File: config.mk
export PLATFORM = sky130hd
export DESIGN_NAME = cpu16_prefetch_flat
export DESIGN_NICKNAME = d
export VERILOG_FILES = /design/src/rtl/cpu16_prefetch_if.sv /design/src/rtl/cpu16_prefetch.sv /design/src/flat_wrapper.sv
export SDC_FILE = /design/constraint.sdc
export NUM_CORES = 1
export LEC_CHECK = 0
export BUFFER_PORTS_ARGS = -buffer_cell sky130_fd_sc_hd__buf_2
export CAP_MARGIN = 20
export CORE_ASPECT_RATIO = 1.5
export CORE_MARGIN = 2
export CORE_UTILIZATION = 51
export DETAILED_ROUTE_END_ITERATION = 8
export PLACE_DENSITY_LB_ADDON = 0.2
export SETUP_SLACK_MARGIN = 0.3
export SLEW_MARGIN = 20
export SYNTH_ARGS = -nofsm -noshare
export SYNTH_HDL_FRONTEND = slang
export SYNTH_SLANG_ARGS = --single-unit
File: constraint.sdc
create_clock -name CK -period 2.7 [get_ports CK]
set_input_delay 0.54 -clock CK [delete_from_list [all_inputs] [get_ports CK]]
set_output_delay 0.54 -clock CK [all_outputs]
set_load 0.01 [all_outputs]
File: src/rtl/cpu16_prefetch_if.sv
// ---------------------------------------------------------------------------
// cpu16_prefetch_if
// Bus bundle between the prefetch unit, instruction memory and decode.
//   MADDR  : fetch byte address (bit 0 always 0)
//   MREQ   : fetch request
//   MACK   : memory accept, MDATA valid in the same cycle
//   MDATA  : fetched big-endian word
//   IR/IPC : head instruction word and its byte address
//   IVALID : IR/IPC valid
//   IREADY : decode consumes the head word
//   REDIR  : one-cycle redirect strobe
//   RADDR  : redirect target byte address
// Modports: master = prefetch unit, slave = memory/decode side.
// ---------------------------------------------------------------------------
interface cpu16_prefetch_if;
    logic [15:0] MADDR;
    logic        MREQ;
    logic        MACK;
    logic [15:0] MDATA;
    logic [15:0] IR;
    logic [15:0] IPC;
    logic        IVALID;
    logic        IREADY;
    logic        REDIR;
    logic [15:0] RADDR;

    modport master (
        output MADDR, MREQ, IR, IPC, IVALID,
        input  MACK, MDATA, IREADY, REDIR, RADDR
    );

    modport slave (
        input  MADDR, MREQ, IR, IPC, IVALID,
        output MACK, MDATA, IREADY, REDIR, RADDR
    );
endinterface

File: src/rtl/cpu16_prefetch.sv
// ---------------------------------------------------------------------------
// cpu16_prefetch
// Instruction prefetch unit: fetches 16-bit words from instruction memory
// into a DEPTH-entry queue of {word, address} pairs and presents the head
// entry to decode.
// Ports:
//   CK    : clock, rising edge
//   RST_N : asynchronous active-low reset
//   bus   : cpu16_prefetch_if.master (memory fetch, decode handoff, redirect)
// Parameters:
//   DEPTH    : queue entries, power of 2 in 2..16
//   RESET_PC : first fetch address after reset (bit 0 ignored)
// Optional build macro:
//   CPU16_PREFETCH_BYPASS_EN : when the queue is empty, an accepted word is
//   shown on IR/IPC in the same cycle; if decode takes it, it is not stored.
//
// state   | meaning
// --------+---------------------------------------------------------
// S_START | one idle cycle after reset, no request
// S_FETCH | requesting words, pushing on MACK
// S_FULL  | queue holds DEPTH entries, request paused
// ---------------------------------------------------------------------------
module cpu16_prefetch #(
    parameter int          DEPTH    = 4,
    parameter logic [15:0] RESET_PC = 16'h0000
) (
    input logic              CK,
    input logic              RST_N,
    cpu16_prefetch_if.master bus
);

    localparam int PW = (DEPTH > 1) ? $clog2(DEPTH) : 1;
    localparam int CW = $clog2(DEPTH + 1);
    localparam logic [CW-1:0] FULL_CNT = CW'(DEPTH);

    typedef enum logic [1:0] {S_START, S_FETCH, S_FULL} state_t;

    state_t          state;
    state_t          state_next;
    logic [15:0]     pc;
    logic [CW-1:0]   count;
    logic [CW-1:0]   count_next;
    logic [PW-1:0]   wr_ptr;
    logic [PW-1:0]   rd_ptr;
    logic [15:0]     q_word [DEPTH];
    logic [15:0]     q_addr [DEPTH];
    logic            mreq;
    logic            accept;
    logic            store;
    logic            fifo_pop;
    logic            not_empty;

    assign bus.MADDR = pc & 16'hFFFE;
    assign bus.MREQ  = mreq;
    assign not_empty = (count != '0);
    assign accept    = mreq & bus.MACK;

`ifdef CPU16_PREFETCH_BYPASS_EN
    logic bypass_hit;
    assign bypass_hit = ~not_empty & accept;
    // A bypassed word taken by decode never enters the queue.
    assign store      = accept & ~bus.REDIR & ~(bypass_hit & bus.IREADY);
    assign bus.IVALID = not_empty | bypass_hit;
    assign bus.IR     = not_empty  ? q_word[rd_ptr] :
                        bypass_hit ? bus.MDATA      : 16'h0000;
    assign bus.IPC    = not_empty  ? q_addr[rd_ptr] :
                        bypass_hit ? bus.MADDR      : 16'h0000;
`else
    assign store      = accept & ~bus.REDIR;
    assign bus.IVALID = not_empty;
    assign bus.IR     = not_empty ? q_word[rd_ptr] : 16'h0000;
    assign bus.IPC    = not_empty ? q_addr[rd_ptr] : 16'h0000;
`endif

    assign fifo_pop   = not_empty & bus.IREADY & ~bus.REDIR;
    assign count_next = bus.REDIR ? '0 : (count + CW'(store) - CW'(fifo_pop));

    // State register
    always_ff @(posedge CK or negedge RST_N) begin
        if (!RST_N) begin
            state <= S_START;
        end else begin
            state <= state_next;
        end
    end

    // Next-state logic
    always_comb begin
        state_next = state;
        case (state)
            S_START: state_next = S_FETCH;
            S_FETCH: if (count_next == FULL_CNT) state_next = S_FULL;
            S_FULL:  if (count_next < FULL_CNT)  state_next = S_FETCH;
            default: state_next = S_START;
        endcase
        if (bus.REDIR) begin
            state_next = S_FETCH;
        end
    end

    // Output logic
    always_comb begin
        mreq = (state == S_FETCH);
    end

    // PC, pointers and occupancy
    always_ff @(posedge CK or negedge RST_N) begin
        if (!RST_N) begin
            pc     <= RESET_PC & 16'hFFFE;
            count  <= '0;
            wr_ptr <= '0;
            rd_ptr <= '0;
        end else if (bus.REDIR) begin
            pc     <= bus.RADDR & 16'hFFFE;
            count  <= '0;
            wr_ptr <= '0;
            rd_ptr <= '0;
        end else begin
            // pc advances on every accepted word, bypassed or stored;
            // 16-bit arithmetic wraps FFFE -> 0000.
            if (accept) begin
                pc <= pc + 16'd2;
            end
            if (store) begin
                wr_ptr <= wr_ptr + PW'(1);
            end
            if (fifo_pop) begin
                rd_ptr <= rd_ptr + PW'(1);
            end
            count <= count_next;
        end
    end

    // Queue storage needs no reset: entries are masked by count.
    always_ff @(posedge CK) begin
        if (store) begin
            q_word[wr_ptr] <= bus.MDATA;
            q_addr[wr_ptr] <= bus.MADDR;
        end
    end

endmodule

File: src/flat_wrapper.sv
// flat-port wrapper written by rule: the top's interface ports become plain ports
module cpu16_prefetch_flat 
#(
    parameter int          DEPTH    = 4,
    parameter logic [15:0] RESET_PC = 16'h0000
)
  (CK, RST_N, bus_MADDR, bus_MREQ, bus_IR, bus_IPC, bus_IVALID, bus_MACK, bus_MDATA, bus_IREADY, bus_REDIR, bus_RADDR);
  cpu16_prefetch_if bus_i ();
  input logic CK;
  input logic RST_N;
  output wire logic [$bits(bus_i.MADDR)-1:0] bus_MADDR;
  output wire logic [$bits(bus_i.MREQ)-1:0] bus_MREQ;
  output wire logic [$bits(bus_i.IR)-1:0] bus_IR;
  output wire logic [$bits(bus_i.IPC)-1:0] bus_IPC;
  output wire logic [$bits(bus_i.IVALID)-1:0] bus_IVALID;
  input wire logic [$bits(bus_i.MACK)-1:0] bus_MACK;
  input wire logic [$bits(bus_i.MDATA)-1:0] bus_MDATA;
  input wire logic [$bits(bus_i.IREADY)-1:0] bus_IREADY;
  input wire logic [$bits(bus_i.REDIR)-1:0] bus_REDIR;
  input wire logic [$bits(bus_i.RADDR)-1:0] bus_RADDR;
  assign bus_MADDR = bus_i.MADDR;
  assign bus_MREQ = bus_i.MREQ;
  assign bus_IR = bus_i.IR;
  assign bus_IPC = bus_i.IPC;
  assign bus_IVALID = bus_i.IVALID;
  assign bus_i.MACK = bus_MACK;
  assign bus_i.MDATA = bus_MDATA;
  assign bus_i.IREADY = bus_IREADY;
  assign bus_i.REDIR = bus_REDIR;
  assign bus_i.RADDR = bus_RADDR;
  cpu16_prefetch #(.DEPTH(DEPTH), .RESET_PC(RESET_PC)) u_core (.CK(CK), .RST_N(RST_N), .bus(bus_i));
endmodule
==> reports/qor.csv, run 1 <==
metric,value,unit
vias_per_cell,5.48,
async_reset_ff_frac,0.162,
power_frac_clock,0.316,
vdd_drop_max,0.000598,V
max_slew_margin,0.624,
ys_types,38,
core-area,11900,um2
ys_ff_latch,148,
hold_path_class,input port to asynchronous set/reset pin,
design_area,7790,um2
critPathSlowestCell,or3_4,
grt_pass1_vias,3583,
cts_num_sinks,148,
cp-end-kind,register,
ctsHoldBuffers,0,
reg2reg_from,u_core.count[1]$_DFF_PN0_,
post-dp-hpwl,6910,um
intPower,5.86,mW
grt_pass1_wl,18200,um
cp_cell_sequence,or3_4 -> nand2_4 -> nor2_4 -> ha_4 -> inv_4 -> ha_4 -> inv_4 -> fa_2 -> xor2_1 -> xnor2_1 -> o21bai_1 -> a21o_1,
swShare,0.281,
ys_dominant_reg_cell,edfxtp_1,
ctsLongestPathBuffers,2,
drt_wl_total,11800,um
num_rows,49,
h-tree-depth,4,
crit_type,register to register,
rsz0062_at_grt,yes,
grt_max_degree,40,
numCtsBuffers,17,
slew_viol_final,0,
cts_tree,yes,
syn_area_per_cell,17.3,um2
postPlaceCellArea,6820,um2
cp_data_arrival_time,2840,ps
rrSetupSlack,170,ps
fin_worst_skew,6.37,ps
worstPathRequired,3010,ps
first_pass_iters,4,
drtAntennaViolNets,0,
clk_transition_reported_paths,60,ps
layout-drive-gt1-share,0.435,
gp_congestion,0.766,
yosysWarnings,0,
vias,3447,
max_freq,396,MHz
utilization,0.655,
initial_utilization,0.519,
drv_cap,0,
crit_family,adder cells,
timing.critical_path.to,u_core.state[0]$_DFFE_PN0P_,
synth-compound-area-share,0.0176,
tightest_slew,564,ps
drtIter0Drc,191,
syn_area,6170,um2
dpl.cell_count,587,
fp.dieH,139,um
drc,0,
r2r_end,u_core.state[0]$_DFFE_PN0P_,
grt.overflow.total,0,
yosysSeqAreaShare,0.700,
cp-startpoint,u_core.count[1]$_DFF_PN0_,
synth.mux.area_fraction,0.121,
powerDensity,1040,nW/um2
period_share,0.936,
die_area,13000,um2
antenna_cells,0,
numPortBuffers,83,
worstSetupStartpointType,register,
setup_viol,0,
area_delta_synth_final,26.2,%
hold_viol,0,
pwr-share-comb,0.324,
die_w,93.8,um
synthAdderAreaFrac,0.0174,
nets,508,
instances_no_fill,629,
post_drt_wl_per_cell,18.7,um
gr-usage-all-layers,0.189,
outcome,completed,
synthXorXnorAreaFrac,0.0199,
synth-simple-area-share,0.0969,
clkLatencyLatePin,410,ps
seqPwrFrac,0.361,
synth_edf_count,124,
syn_inst,356,
switching_power,2.28,mW
ios,87,
antenna_found_initial,0,
finalCriticalPeriod,2530,ps
crit_buf_inv,2,
fin_tns_setup,0,ps
reg2regPathDepth,12,
synth_top_family_by_area,multiplexers,
cp_max_fo,2,
critical-path-max-stage-delay,400,ps
cts_root_buffer,clkbuf_16,
p_leak,2.90,nW
cp_num_cells,12,
metal layers:
metal / up-vias / wire [um] / GRT usage
met1: 1762 / 4610 / 0.226
met2: 104 / 6410 / 0.322
met4: 0 / 220 / 0.0793
met3: 23 / 510 / 0.0462
met5: - / 0 / 0
li1: 1558 / - / -
stage by stage:
step	total power [mW]	hold WS, ps	setup slack (ps)
after detailed placement	5.04	564	159
after global routing	8.52	142	86.5
after CTS	7.74	116	209
after global placement	5.00	563	219
after floorplan	4.35	244	193
final	8.14	113	173
worst min path at each step:
stage                     start  slack, ps                         to  cells after the start
final                     RST_N        110  u_core.pc[10]$_DFFE_PN0P_                      1
after global routing      RST_N        140   u_core.pc[9]$_DFFE_PN0P_                      1
after CTS                 RST_N        120   u_core.pc[6]$_DFFE_PN0P_                      1
after detailed placement  RST_N        560   u_core.pc[6]$_DFFE_PN0P_                      1
after global placement    RST_N        560   u_core.pc[6]$_DFFE_PN0P_                      1
after floorplan           RST_N        240  u_core.count[0]$_DFF_PN0_                      0
final cells by class:
cell class,instances,area [um2]
sequential,148,4330
timing repair buffer,105,779
fill,856,4100
tap,153,191
inverter,11,46.3
clock inverter,14,226
clock buffer,18,429
multi-input combinational,180,1790
cells in the final DEF (no fill, tap or decap), types with 2 or more instances in the layout:
cell and instances:
nor2_4 2, nor2b_1 3, nand3_1 8, clkbuf_16 19, nor4_2 3, nand2_1 18
nor3_2 4, buf_2 70, o21ai_1 10, and2_2 4, nor2_1 15, inv_1 9
inv_6 3, clkinv_4 4, conb_1 2, clkinvlp_4 2, dfrtp_1 23, xor2_1 6
nand4_1 3, inv_4 2, buf_12 6, nor4_1 2, ha_4 2, mux4_2 31
a21oi_1 2, ha_1 5, bufinv_16 5, a311o_1 2, buf_4 13, and2_1 19
buf_6 13, mux2i_1 4, and2_4 13, edfxtp_1 124, xnor2_1 8
power by group through the flow:
stage	Sequential [mW]	Clock, mW	Combinational, mW
after floorplan	2.94	0	1.41
after global placement	2.95	0	2.05
after detailed placement	2.97	0	2.07
after CTS	2.93	2.60	2.21
after global routing	2.97	2.70	2.85
final	2.94	2.57	2.63
flip-flops by register name, indices dropped and copies added (netlist names):
register and cells:
u_core.count 3, u_core.wr_ptr 2, u_core.rd_ptr 2, u_core.q_addr 60, u_core.pc 15, u_core.state 2
u_core.q_word 64
logic make-up after synthesis:
family / after synthesis
other: 1
DFF: 148
AOI/OAI and AO/OA: 18
adders and majority gates: 8
buffers and inverters: 29
and+or+nand+nor: 102
xor gates and xnor gates: 14
muxes: 36
cell usage after synthesis (4+ instances only):
library cell | instances | area [um2]
clkbuf_1 | 7 | 26.3
xnor2_1 | 8 | 70.1
and2_1 | 36 | 225
mux2i_1 | 4 | 40.0
dfrtp_1 | 24 | 601
o21ai_1 | 10 | 50.1
nand3_1 | 8 | 40.0
nand2_1 | 20 | 75.1
inv_1 | 11 | 41.3
ha_1 | 7 | 87.6
buf_6 | 5 | 56.3
edfxtp_1 | 124 | 3720
xor2_1 | 6 | 52.6
nor2_1 | 16 | 60.1
mux4_2 | 31 | 698
buf_2 | 4 | 20.0
repair_timing:
action	in CTS	in global routing
gates cloned	0	3
endpoints found under the setup margin	23	30
gates resized for setup	8	36
setup buffers	4	3
pin swaps	2	7
Note: power is estimated with default switching activity, not from simulation.
==> run 2, diff against run 1 <==
CORE_MARGIN = not set   (was 2)
CORE_UTILIZATION = 45   (was 51)
==> reports/qor.csv, run 2 (synthesis results as in run 1) <==
metric,value,unit,change
outcome,"finished, violations left",,was completed
violations,design-rule violations,,
grt_pass1_wl,18200,um,unchanged
vias_per_cell,5.28,,was 5.48
reg2reg_from,u_core.count[0]$_DFF_PN0_,,was u_core.count[1]$_DFF_PN0_
grt.overflow.total,0,,unchanged
cts_tree,yes,,unchanged
instances_no_fill,633,,was 629
grt_max_degree,34,,was 40
pwr-share-comb,0.306,,was 0.324
seqPwrFrac,0.384,,was 0.361
cp_data_arrival_time,1920,ps,was 2840 ps
vias,3344,,was 3447
timing.final.ws_setup,238,ps,was 173 ps
ctsHoldBuffers,0,,unchanged
regMostFlops,u_core.q_word,,unchanged
drtAntennaViolNets,0,,unchanged
ios,87,,unchanged
reg2regPathDepth,12,,unchanged
rsz0062_at_grt,yes,,unchanged
fin_tns_setup,0,ps,unchanged
setup_viol,0,,unchanged
first_pass_iters,7,,was 4
tightest_slew,561,ps,was 564 ps
numCtsBuffers,17,,unchanged
switching_power,2.21,mW,was 2.28 mW
core-area,13500,um2,was 11900 um2
powerDensity,1010,nW/um2,was 1040 nW/um2
slew_viol_final,0,,unchanged
worstSetupStartpointType,register,,unchanged
numPortBuffers,83,,unchanged
cts_root_buffer,clkbuf_16,,unchanged
ctsLongestPathBuffers,2,,unchanged
largest_reg_flops,64,,unchanged
drtIter0Drc,165,,was 191
swShare,0.287,,was 0.281
drt_wl_total,11400,um,was 11800 um
post-dp-hpwl,6920,um,was 6910 um
cts_num_sinks,148,,unchanged
final_cell_mix,"124 x edfxtp_1, 75 x buf_2, 31 x mux4_2",,"was 124 x edfxtp_1, 70 x buf_2, 31 x mux4_2"
area_delta_synth_final,23.5,%,was 26.2%
vdd_drop_max,0.000660,V,was 0.000598 V
power_frac_clock,0.310,,was 0.316
drc,14,,was 0
initial_utilization,0.458,,was 0.519
mostFrequentLayoutCell,edfxtp_1,,unchanged
intPower,5.49,mW,was 5.86 mW
finalCriticalPeriod,2460,ps,was 2530 ps
rrSetupSlack,240,ps,was 170 ps
dp_slack,193,ps,was 159 ps
gp_congestion,0.773,,was 0.766
clk_transition_reported_paths,60,ps,about the same
max_slew_margin,0.626,,was 0.624
worstPathRequired,2160,ps,was 3010 ps
clkLatencyLatePin,400,ps,was 410 ps
r2r_end,u_core.state[0]$_DFFE_PN0P_,,unchanged
die_w,97.6,um,was 93.8 um
p_leak,2.83,nW,was 2.90 nW
die_area,14200,um2,was 13000 um2
post_drt_wl_per_cell,18.0,um,was 18.7 um
max_freq,406,MHz,was 396 MHz
crit_type,register to output port,,was register to register
cp-end-kind,output port,,was register
gr-usage-all-layers,0.171,,was 0.189
h-tree-depth,4,,unchanged
drv_cap,0,,unchanged
grt_pass1_vias,3480,,was 3583
antenna_found_initial,0,,unchanged
dpl.cell_count,595,,was 587
nets,503,,was 508
cp_max_fo,9,,was 2
hold_viol,0,,unchanged
fin_worst_skew,6.72,ps,was 6.37 ps
hold_path_class,input port to asynchronous set/reset pin,,unchanged
period_share,0.912,,was 0.936
reg.largest.list,"u_core.q_word: 64 flops, u_core.q_addr: 60 flops, u_core.pc: 15 flops",,unchanged
antenna_cells,0,,unchanged
fp.dieH,145,um,was 139 um
num_rows,52,,was 49
layout-drive-gt1-share,0.410,,was 0.435
==> run 2: changes by cell type in the layout (fill, tap and decap cells not counted), moves of 2 or more <==
cell | previous run | this run
buf_2 | 70 | 75
clkbuf_16 | 19 | 17
ha_4 | 2 | 0
clkinv_2 | 0 | 3
and2_1 | 19 | 24
and2_4 | 13 | 8
buf_4 | 13 | 8
bufinv_16 | 5 | 3
ha_1 | 5 | 7
inv_1 | 9 | 11
buf_6 | 13 | 8
inv_4 | 2 | 0
==> run 2: cell type report <==
class | count | area [um2]
Clock buffer | 18 | 429
Clock inverter | 14 | 176
Fill cell | 1046 | 5840
Inverter | 11 | 41.3
Multi-Input combinational cell | 180 | 1740
Sequential cell | 148 | 4330
Tap cell | 162 | 203
Timing Repair Buffer | 100 | 703
==> run 2: worst max path at each step <==
stage,start,end,slack [ps],cells after the start
after floorplan,u_core.count[1]$_DFF_PN0_,u_core.state[0]$_DFFE_PN0P_,190,13
after global placement,u_core.count[1]$_DFF_PN0_,u_core.state[0]$_DFFE_PN0P_,220,12
after detailed placement,u_core.count[1]$_DFF_PN0_,u_core.state[1]$_DFFE_PN0P_,190,12
after CTS,u_core.rd_ptr[0]$_DFFE_PN0P_,bus_IPC[13],200,4
after global routing,u_core.rd_ptr[0]$_DFFE_PN0P_,bus_IPC[13],150,4
final,u_core.rd_ptr[0]$_DFFE_PN0P_,bus_IPC[6],240,4
==> run 2: timing repair <==
item,CTS,global route
gates cloned,1,0
setup endpoints to repair,27,34
buffers inserted,5,0
pin swaps,3,0
gates resized for setup,9,17
==> run 2: through the flow <==
step	util	area, um2	hold WS [ps]	power [mW]
4_1_cts	0.561	7550	125	7.63
6_report	0.566	7620	119	7.70
2_1_floorplan	-	6190	244	4.35
5_1_grt	0.566	7620	147	8.09
3_5_place_dp	0.508	6850	564	5.06
3_3_place_gp	0.508	6850	559	5.00
==> run 2: worst max-delay path: stages, from the launching register on <==
cell and delay [ps]:
dfrtp_4 520, buf_12 170, mux4_2 490, and2_1 190
buf_2 140
==> run 2: per-layer routing <==
metal,vias to the layer above,GRT usage,wire length [um]
li1,1551,-,-
met1,1710,0.208,4700
met2,73,0.301,6110
met3,10,0.0442,418
met4,0,0.0485,132
met5,-,0,0
==> run 2: power by group through the flow <==
stage	sequential [mW]	clock, mW	combinational [mW]
after floorplan	2.94	0	1.41
after global placement	2.99	0	2.01
after detailed placement	3.01	0	2.05
after CTS	2.96	2.43	2.25
after global routing	2.99	2.53	2.57
final	2.96	2.38	2.35
==> run 3, diff against run 2 <==
ABC_AREA = 1   (was not set)
SKIP_LAST_GASP = 1   (was not set)
==> reports/qor.csv, run 3 <==
metric,value,unit,change
drtIter0Drc,242,,was 165
mostFrequentLayoutCell,nor2_1,,was edfxtp_1
cp_num_cells,6,,was 4
cts_root_buffer,clkbuf_16,,unchanged
drc,0,,was 14
cts_num_sinks,148,,unchanged
critPathSlowestCell,dfrtp_4,,unchanged
vdd_drop_max,0.000533,V,was 0.000660 V
max_slew_margin,0.612,,was 0.626
ios,87,,unchanged
numCtsBuffers,17,,unchanged
hold_ws,122,ps,was 119 ps
largest_reg_flops,64,,unchanged
regMostFlops,u_core.q_word,,unchanged
final_cell_mix,"143 x nor2_1, 124 x edfxtp_1, 83 x buf_2",,"was 124 x edfxtp_1, 75 x buf_2, 31 x mux4_2"
antenna_found_initial,1,,was 0
yosys-top-cells-count,"147 x nor2_1, 124 x edfxtp_1, 65 x nand2_1, 65 x o21ai_0, 34 x a21oi_1",,"was 124 x edfxtp_1, 36 x and2_1, 31 x mux4_2, 24 x dfrtp_1, 20 x nand2_1"
cts_tree,yes,,unchanged
post-dp-hpwl,8520,um,was 6920 um
max_freq,433,MHz,was 406 MHz
yosysMostFrequentCell,nor2_1,,was edfxtp_1
rrSetupSlack,460,ps,was 240 ps
cp_common_cell,nor2_1,,
finalCriticalPeriod,2310,ps,was 2460 ps
yosysWarnings,0,,unchanged
cp_max_fo,31,,was 9
crit_type,register to output port,,unchanged
async_reset_ff_frac,0.162,,unchanged
synth_top_area_frac,0.585,,was 0.603
crit_buf_inv,2,,unchanged
period_share,0.855,,was 0.912
met1_usage,0.241,,was 0.208
ff_latch_area,4330,um2,about the same
h-tree-depth,4,,unchanged
outcome,completed,,"was finished, violations left"
worstSetupStartpointType,register,,unchanged
initial_utilization,0.465,,was 0.458
numPortBuffers,83,,unchanged
critical-path-max-stage-delay,530,ps,was 520 ps
cp_cell_sequence,clkbuf_16 -> nor2_1 -> nor2_1 -> o21ai_0 -> a21oi_1 -> buf_2,,was buf_12 -> mux4_2 -> and2_1 -> buf_2
worstPathRequired,2160,ps,about the same
area_delta_synth_final,22.8,%,was 23.5%
clkLatencyLatePin,410,ps,was 400 ps
syn_area,6360,um2,was 6170 um2
met3_usage,0.0482,,was 0.0442
clk_transition_reported_paths,60,ps,about the same
vias_per_cell,5.27,,was 5.28
post_drt_wl_per_cell,16.9,um,was 18.0 um
crit_family,flip-flops,,unchanged
gp_congestion,0.781,,was 0.773
synth.area.top_cells,"edfxtp_1 59%, dfrtp_1 9.4%, nor2_1 8.7%",,"was edfxtp_1 60%, mux4_2 11%, dfrtp_1 9.7%"
utilization,0.572,,was 0.566
first_pass_iters,4,,was 7
cp-startpoint,u_core.rd_ptr[0]$_DFFE_PN0P_,,unchanged
grt.overflow.total,0,,unchanged
synth_edf_count,124,,unchanged
vias,4529,,was 3344
timing.critical_path.to,bus_IR[5],,was bus_IPC[6]
syn_inst,586,,was 356
grt-busiest-layer,met2,,unchanged
gr-usage-all-layers,0.206,,was 0.171
num_rows,52,,unchanged
core-area,13700,um2,was 13500 um2
yosysSeqAreaShare,0.680,,was 0.700
dp_slack,351,ps,was 193 ps
die_area,14600,um2,was 14200 um2
reg.largest.list,"u_core.q_word: 64 flops, u_core.q_addr: 60 flops, u_core.pc: 15 flops",,unchanged
yosysTopAreaCell,edfxtp_1,,unchanged
cp_data_arrival_time,1770,ps,was 1920 ps
powerDensity,980,nW/um2,was 1010 nW/um2
drtAntennaViolNets,0,,unchanged
die_w,99.1,um,was 97.6 um
ctsLongestPathBuffers,2,,unchanged
ys_types,30,,was 38
hold_path_class,input port to asynchronous set/reset pin,,unchanged
p_leak,3.10,nW,was 2.83 nW
drt_wl_total,14500,um,was 11400 um
nets,728,,was 503
fp.dieH,148,um,was 145 um
grt_max_degree,64,,was 34
fin_worst_skew,12.5,ps,was 6.72 ps
slew_viol_final,0,,unchanged
syn_area_per_cell,10.9,um2,was 17.3 um2
layout-drive-gt1-share,0.231,,was 0.410
p_total,7.66,mW,was 7.70 mW
grt_pass1_vias,4628,,was 3480
reg2reg_from,u_core.count[0]$_DFF_PN0_,,unchanged
n_fill_cell,1134,,was 1046
tightest_slew,583,ps,was 561 ps
ys_dominant_reg_cell,edfxtp_1,,unchanged
r2r_end,u_core.state[0]$_DFFE_PN0P_,,unchanged
grt_pass1_wl,22700,um,was 18200 um
hold_viol,0,,unchanged
drv_cap,0,,unchanged
rsz0062_at_grt,yes,,unchanged
setup_viol,0,,unchanged
cp-end-kind,output port,,unchanged
reg2regPathDepth,15,,was 12
ys_ff_latch,148,,unchanged
timing.final.ws_setup,391,ps,was 238 ps
grt_use_met2,0.353,,was 0.301
multiInputGateArea,1810,um2,was 1740 um2
-- run 3: power by group --
group / internal, mW / switching, mW / total (mW)
combinational: 0.874 / 1.40 / 2.28
clock: 1.54 / 0.888 / 2.43
sequential: 2.74 / 0.212 / 2.95
total: 5.16 / 2.50 / 7.66
-- run 3: per-layer routing --
| metal | part of all wire | routed length [um] |
|---|---|---|
| met1 | 0.40 | 5840 |
| met2 | 0.54 | 7780 |
| met3 | 0.048 | 703 |
| met4 | 0.015 | 213 |
| met5 | 0 | 0 |
-- run 3: timing repair --
| item | 4_1_cts | 5_1_grt |
|---|---|---|
| pin swaps | 0 | 2 |
| cloned | 0 | 3 |
| setup buffers | 2 | 2 |
| resized for setup | 4 | 12 |
| endpoints found under the setup margin | 31 | 25 |
| hold buffers | 0 | 0 |
-- run 3: final cells by class --
| type | count | share of cell area |
|---|---|---|
| Sequential cell | 148 | 0.554 |
| Multi-Input combinational cell | 377 | 0.231 |
| Timing Repair Buffer | 105 | 0.0894 |
| Clock buffer | 18 | 0.0549 |
| Tap cell | 162 | 0.0259 |
| Clock inverter | 14 | 0.0240 |
| Inverter | 33 | 0.0191 |
| Timing Repair inverter | 1 | 0.00112 |
| Antenna cell | 1 | 0.000320 |
-- run 3: cell families (layout without fill, tap and decap cells) --
| kind of cell | after synthesis | after routing | share of synthesized area |
|---|---|---|---|
| other | 1 | 3 | 0.000590 |
| AND/OR/NAND/NOR | 252 | 252 | 0.164 |
| adder cells (fa/ha/maj) | 8 | 8 | 0.0169 |
| buffers and inverters | 62 | 171 | 0.0437 |
| flip-flops | 148 | 148 | 0.680 |
| XOR/XNOR | 2 | 2 | 0.00275 |
| AO/OA/AOI/OAI | 113 | 113 | 0.0925 |
-- run 3: how the worst min path moves through the flow --
stage / slack [ps] / end
floorplan: 240 / u_core.count[0]$_DFF_PN0_
global placement: 560 / u_core.pc[13]$_DFFE_PN0P_
detailed placement: 570 / u_core.pc[13]$_DFFE_PN0P_
CTS: 130 / u_core.pc[13]$_DFFE_PN0P_
global route: 150 / u_core.pc[13]$_DFFE_PN0P_
finish: 120 / u_core.pc[13]$_DFFE_PN0P_
-- run 3: metrics by stage --
| stage | cell area, um2 | instances | setup TNS [ps] |
|---|---|---|---|
| 6_report | 7810 | 859 | 0 |
| 5_1_grt | 7810 | 859 | 0 |
| 4_1_cts | 7710 | 853 | 0 |
| 3_5_place_dp | 7050 | 819 | 0 |
| 3_3_place_gp | 7050 | 819 | 0 |
| 2_1_floorplan | 6360 | 587 | -7760 |
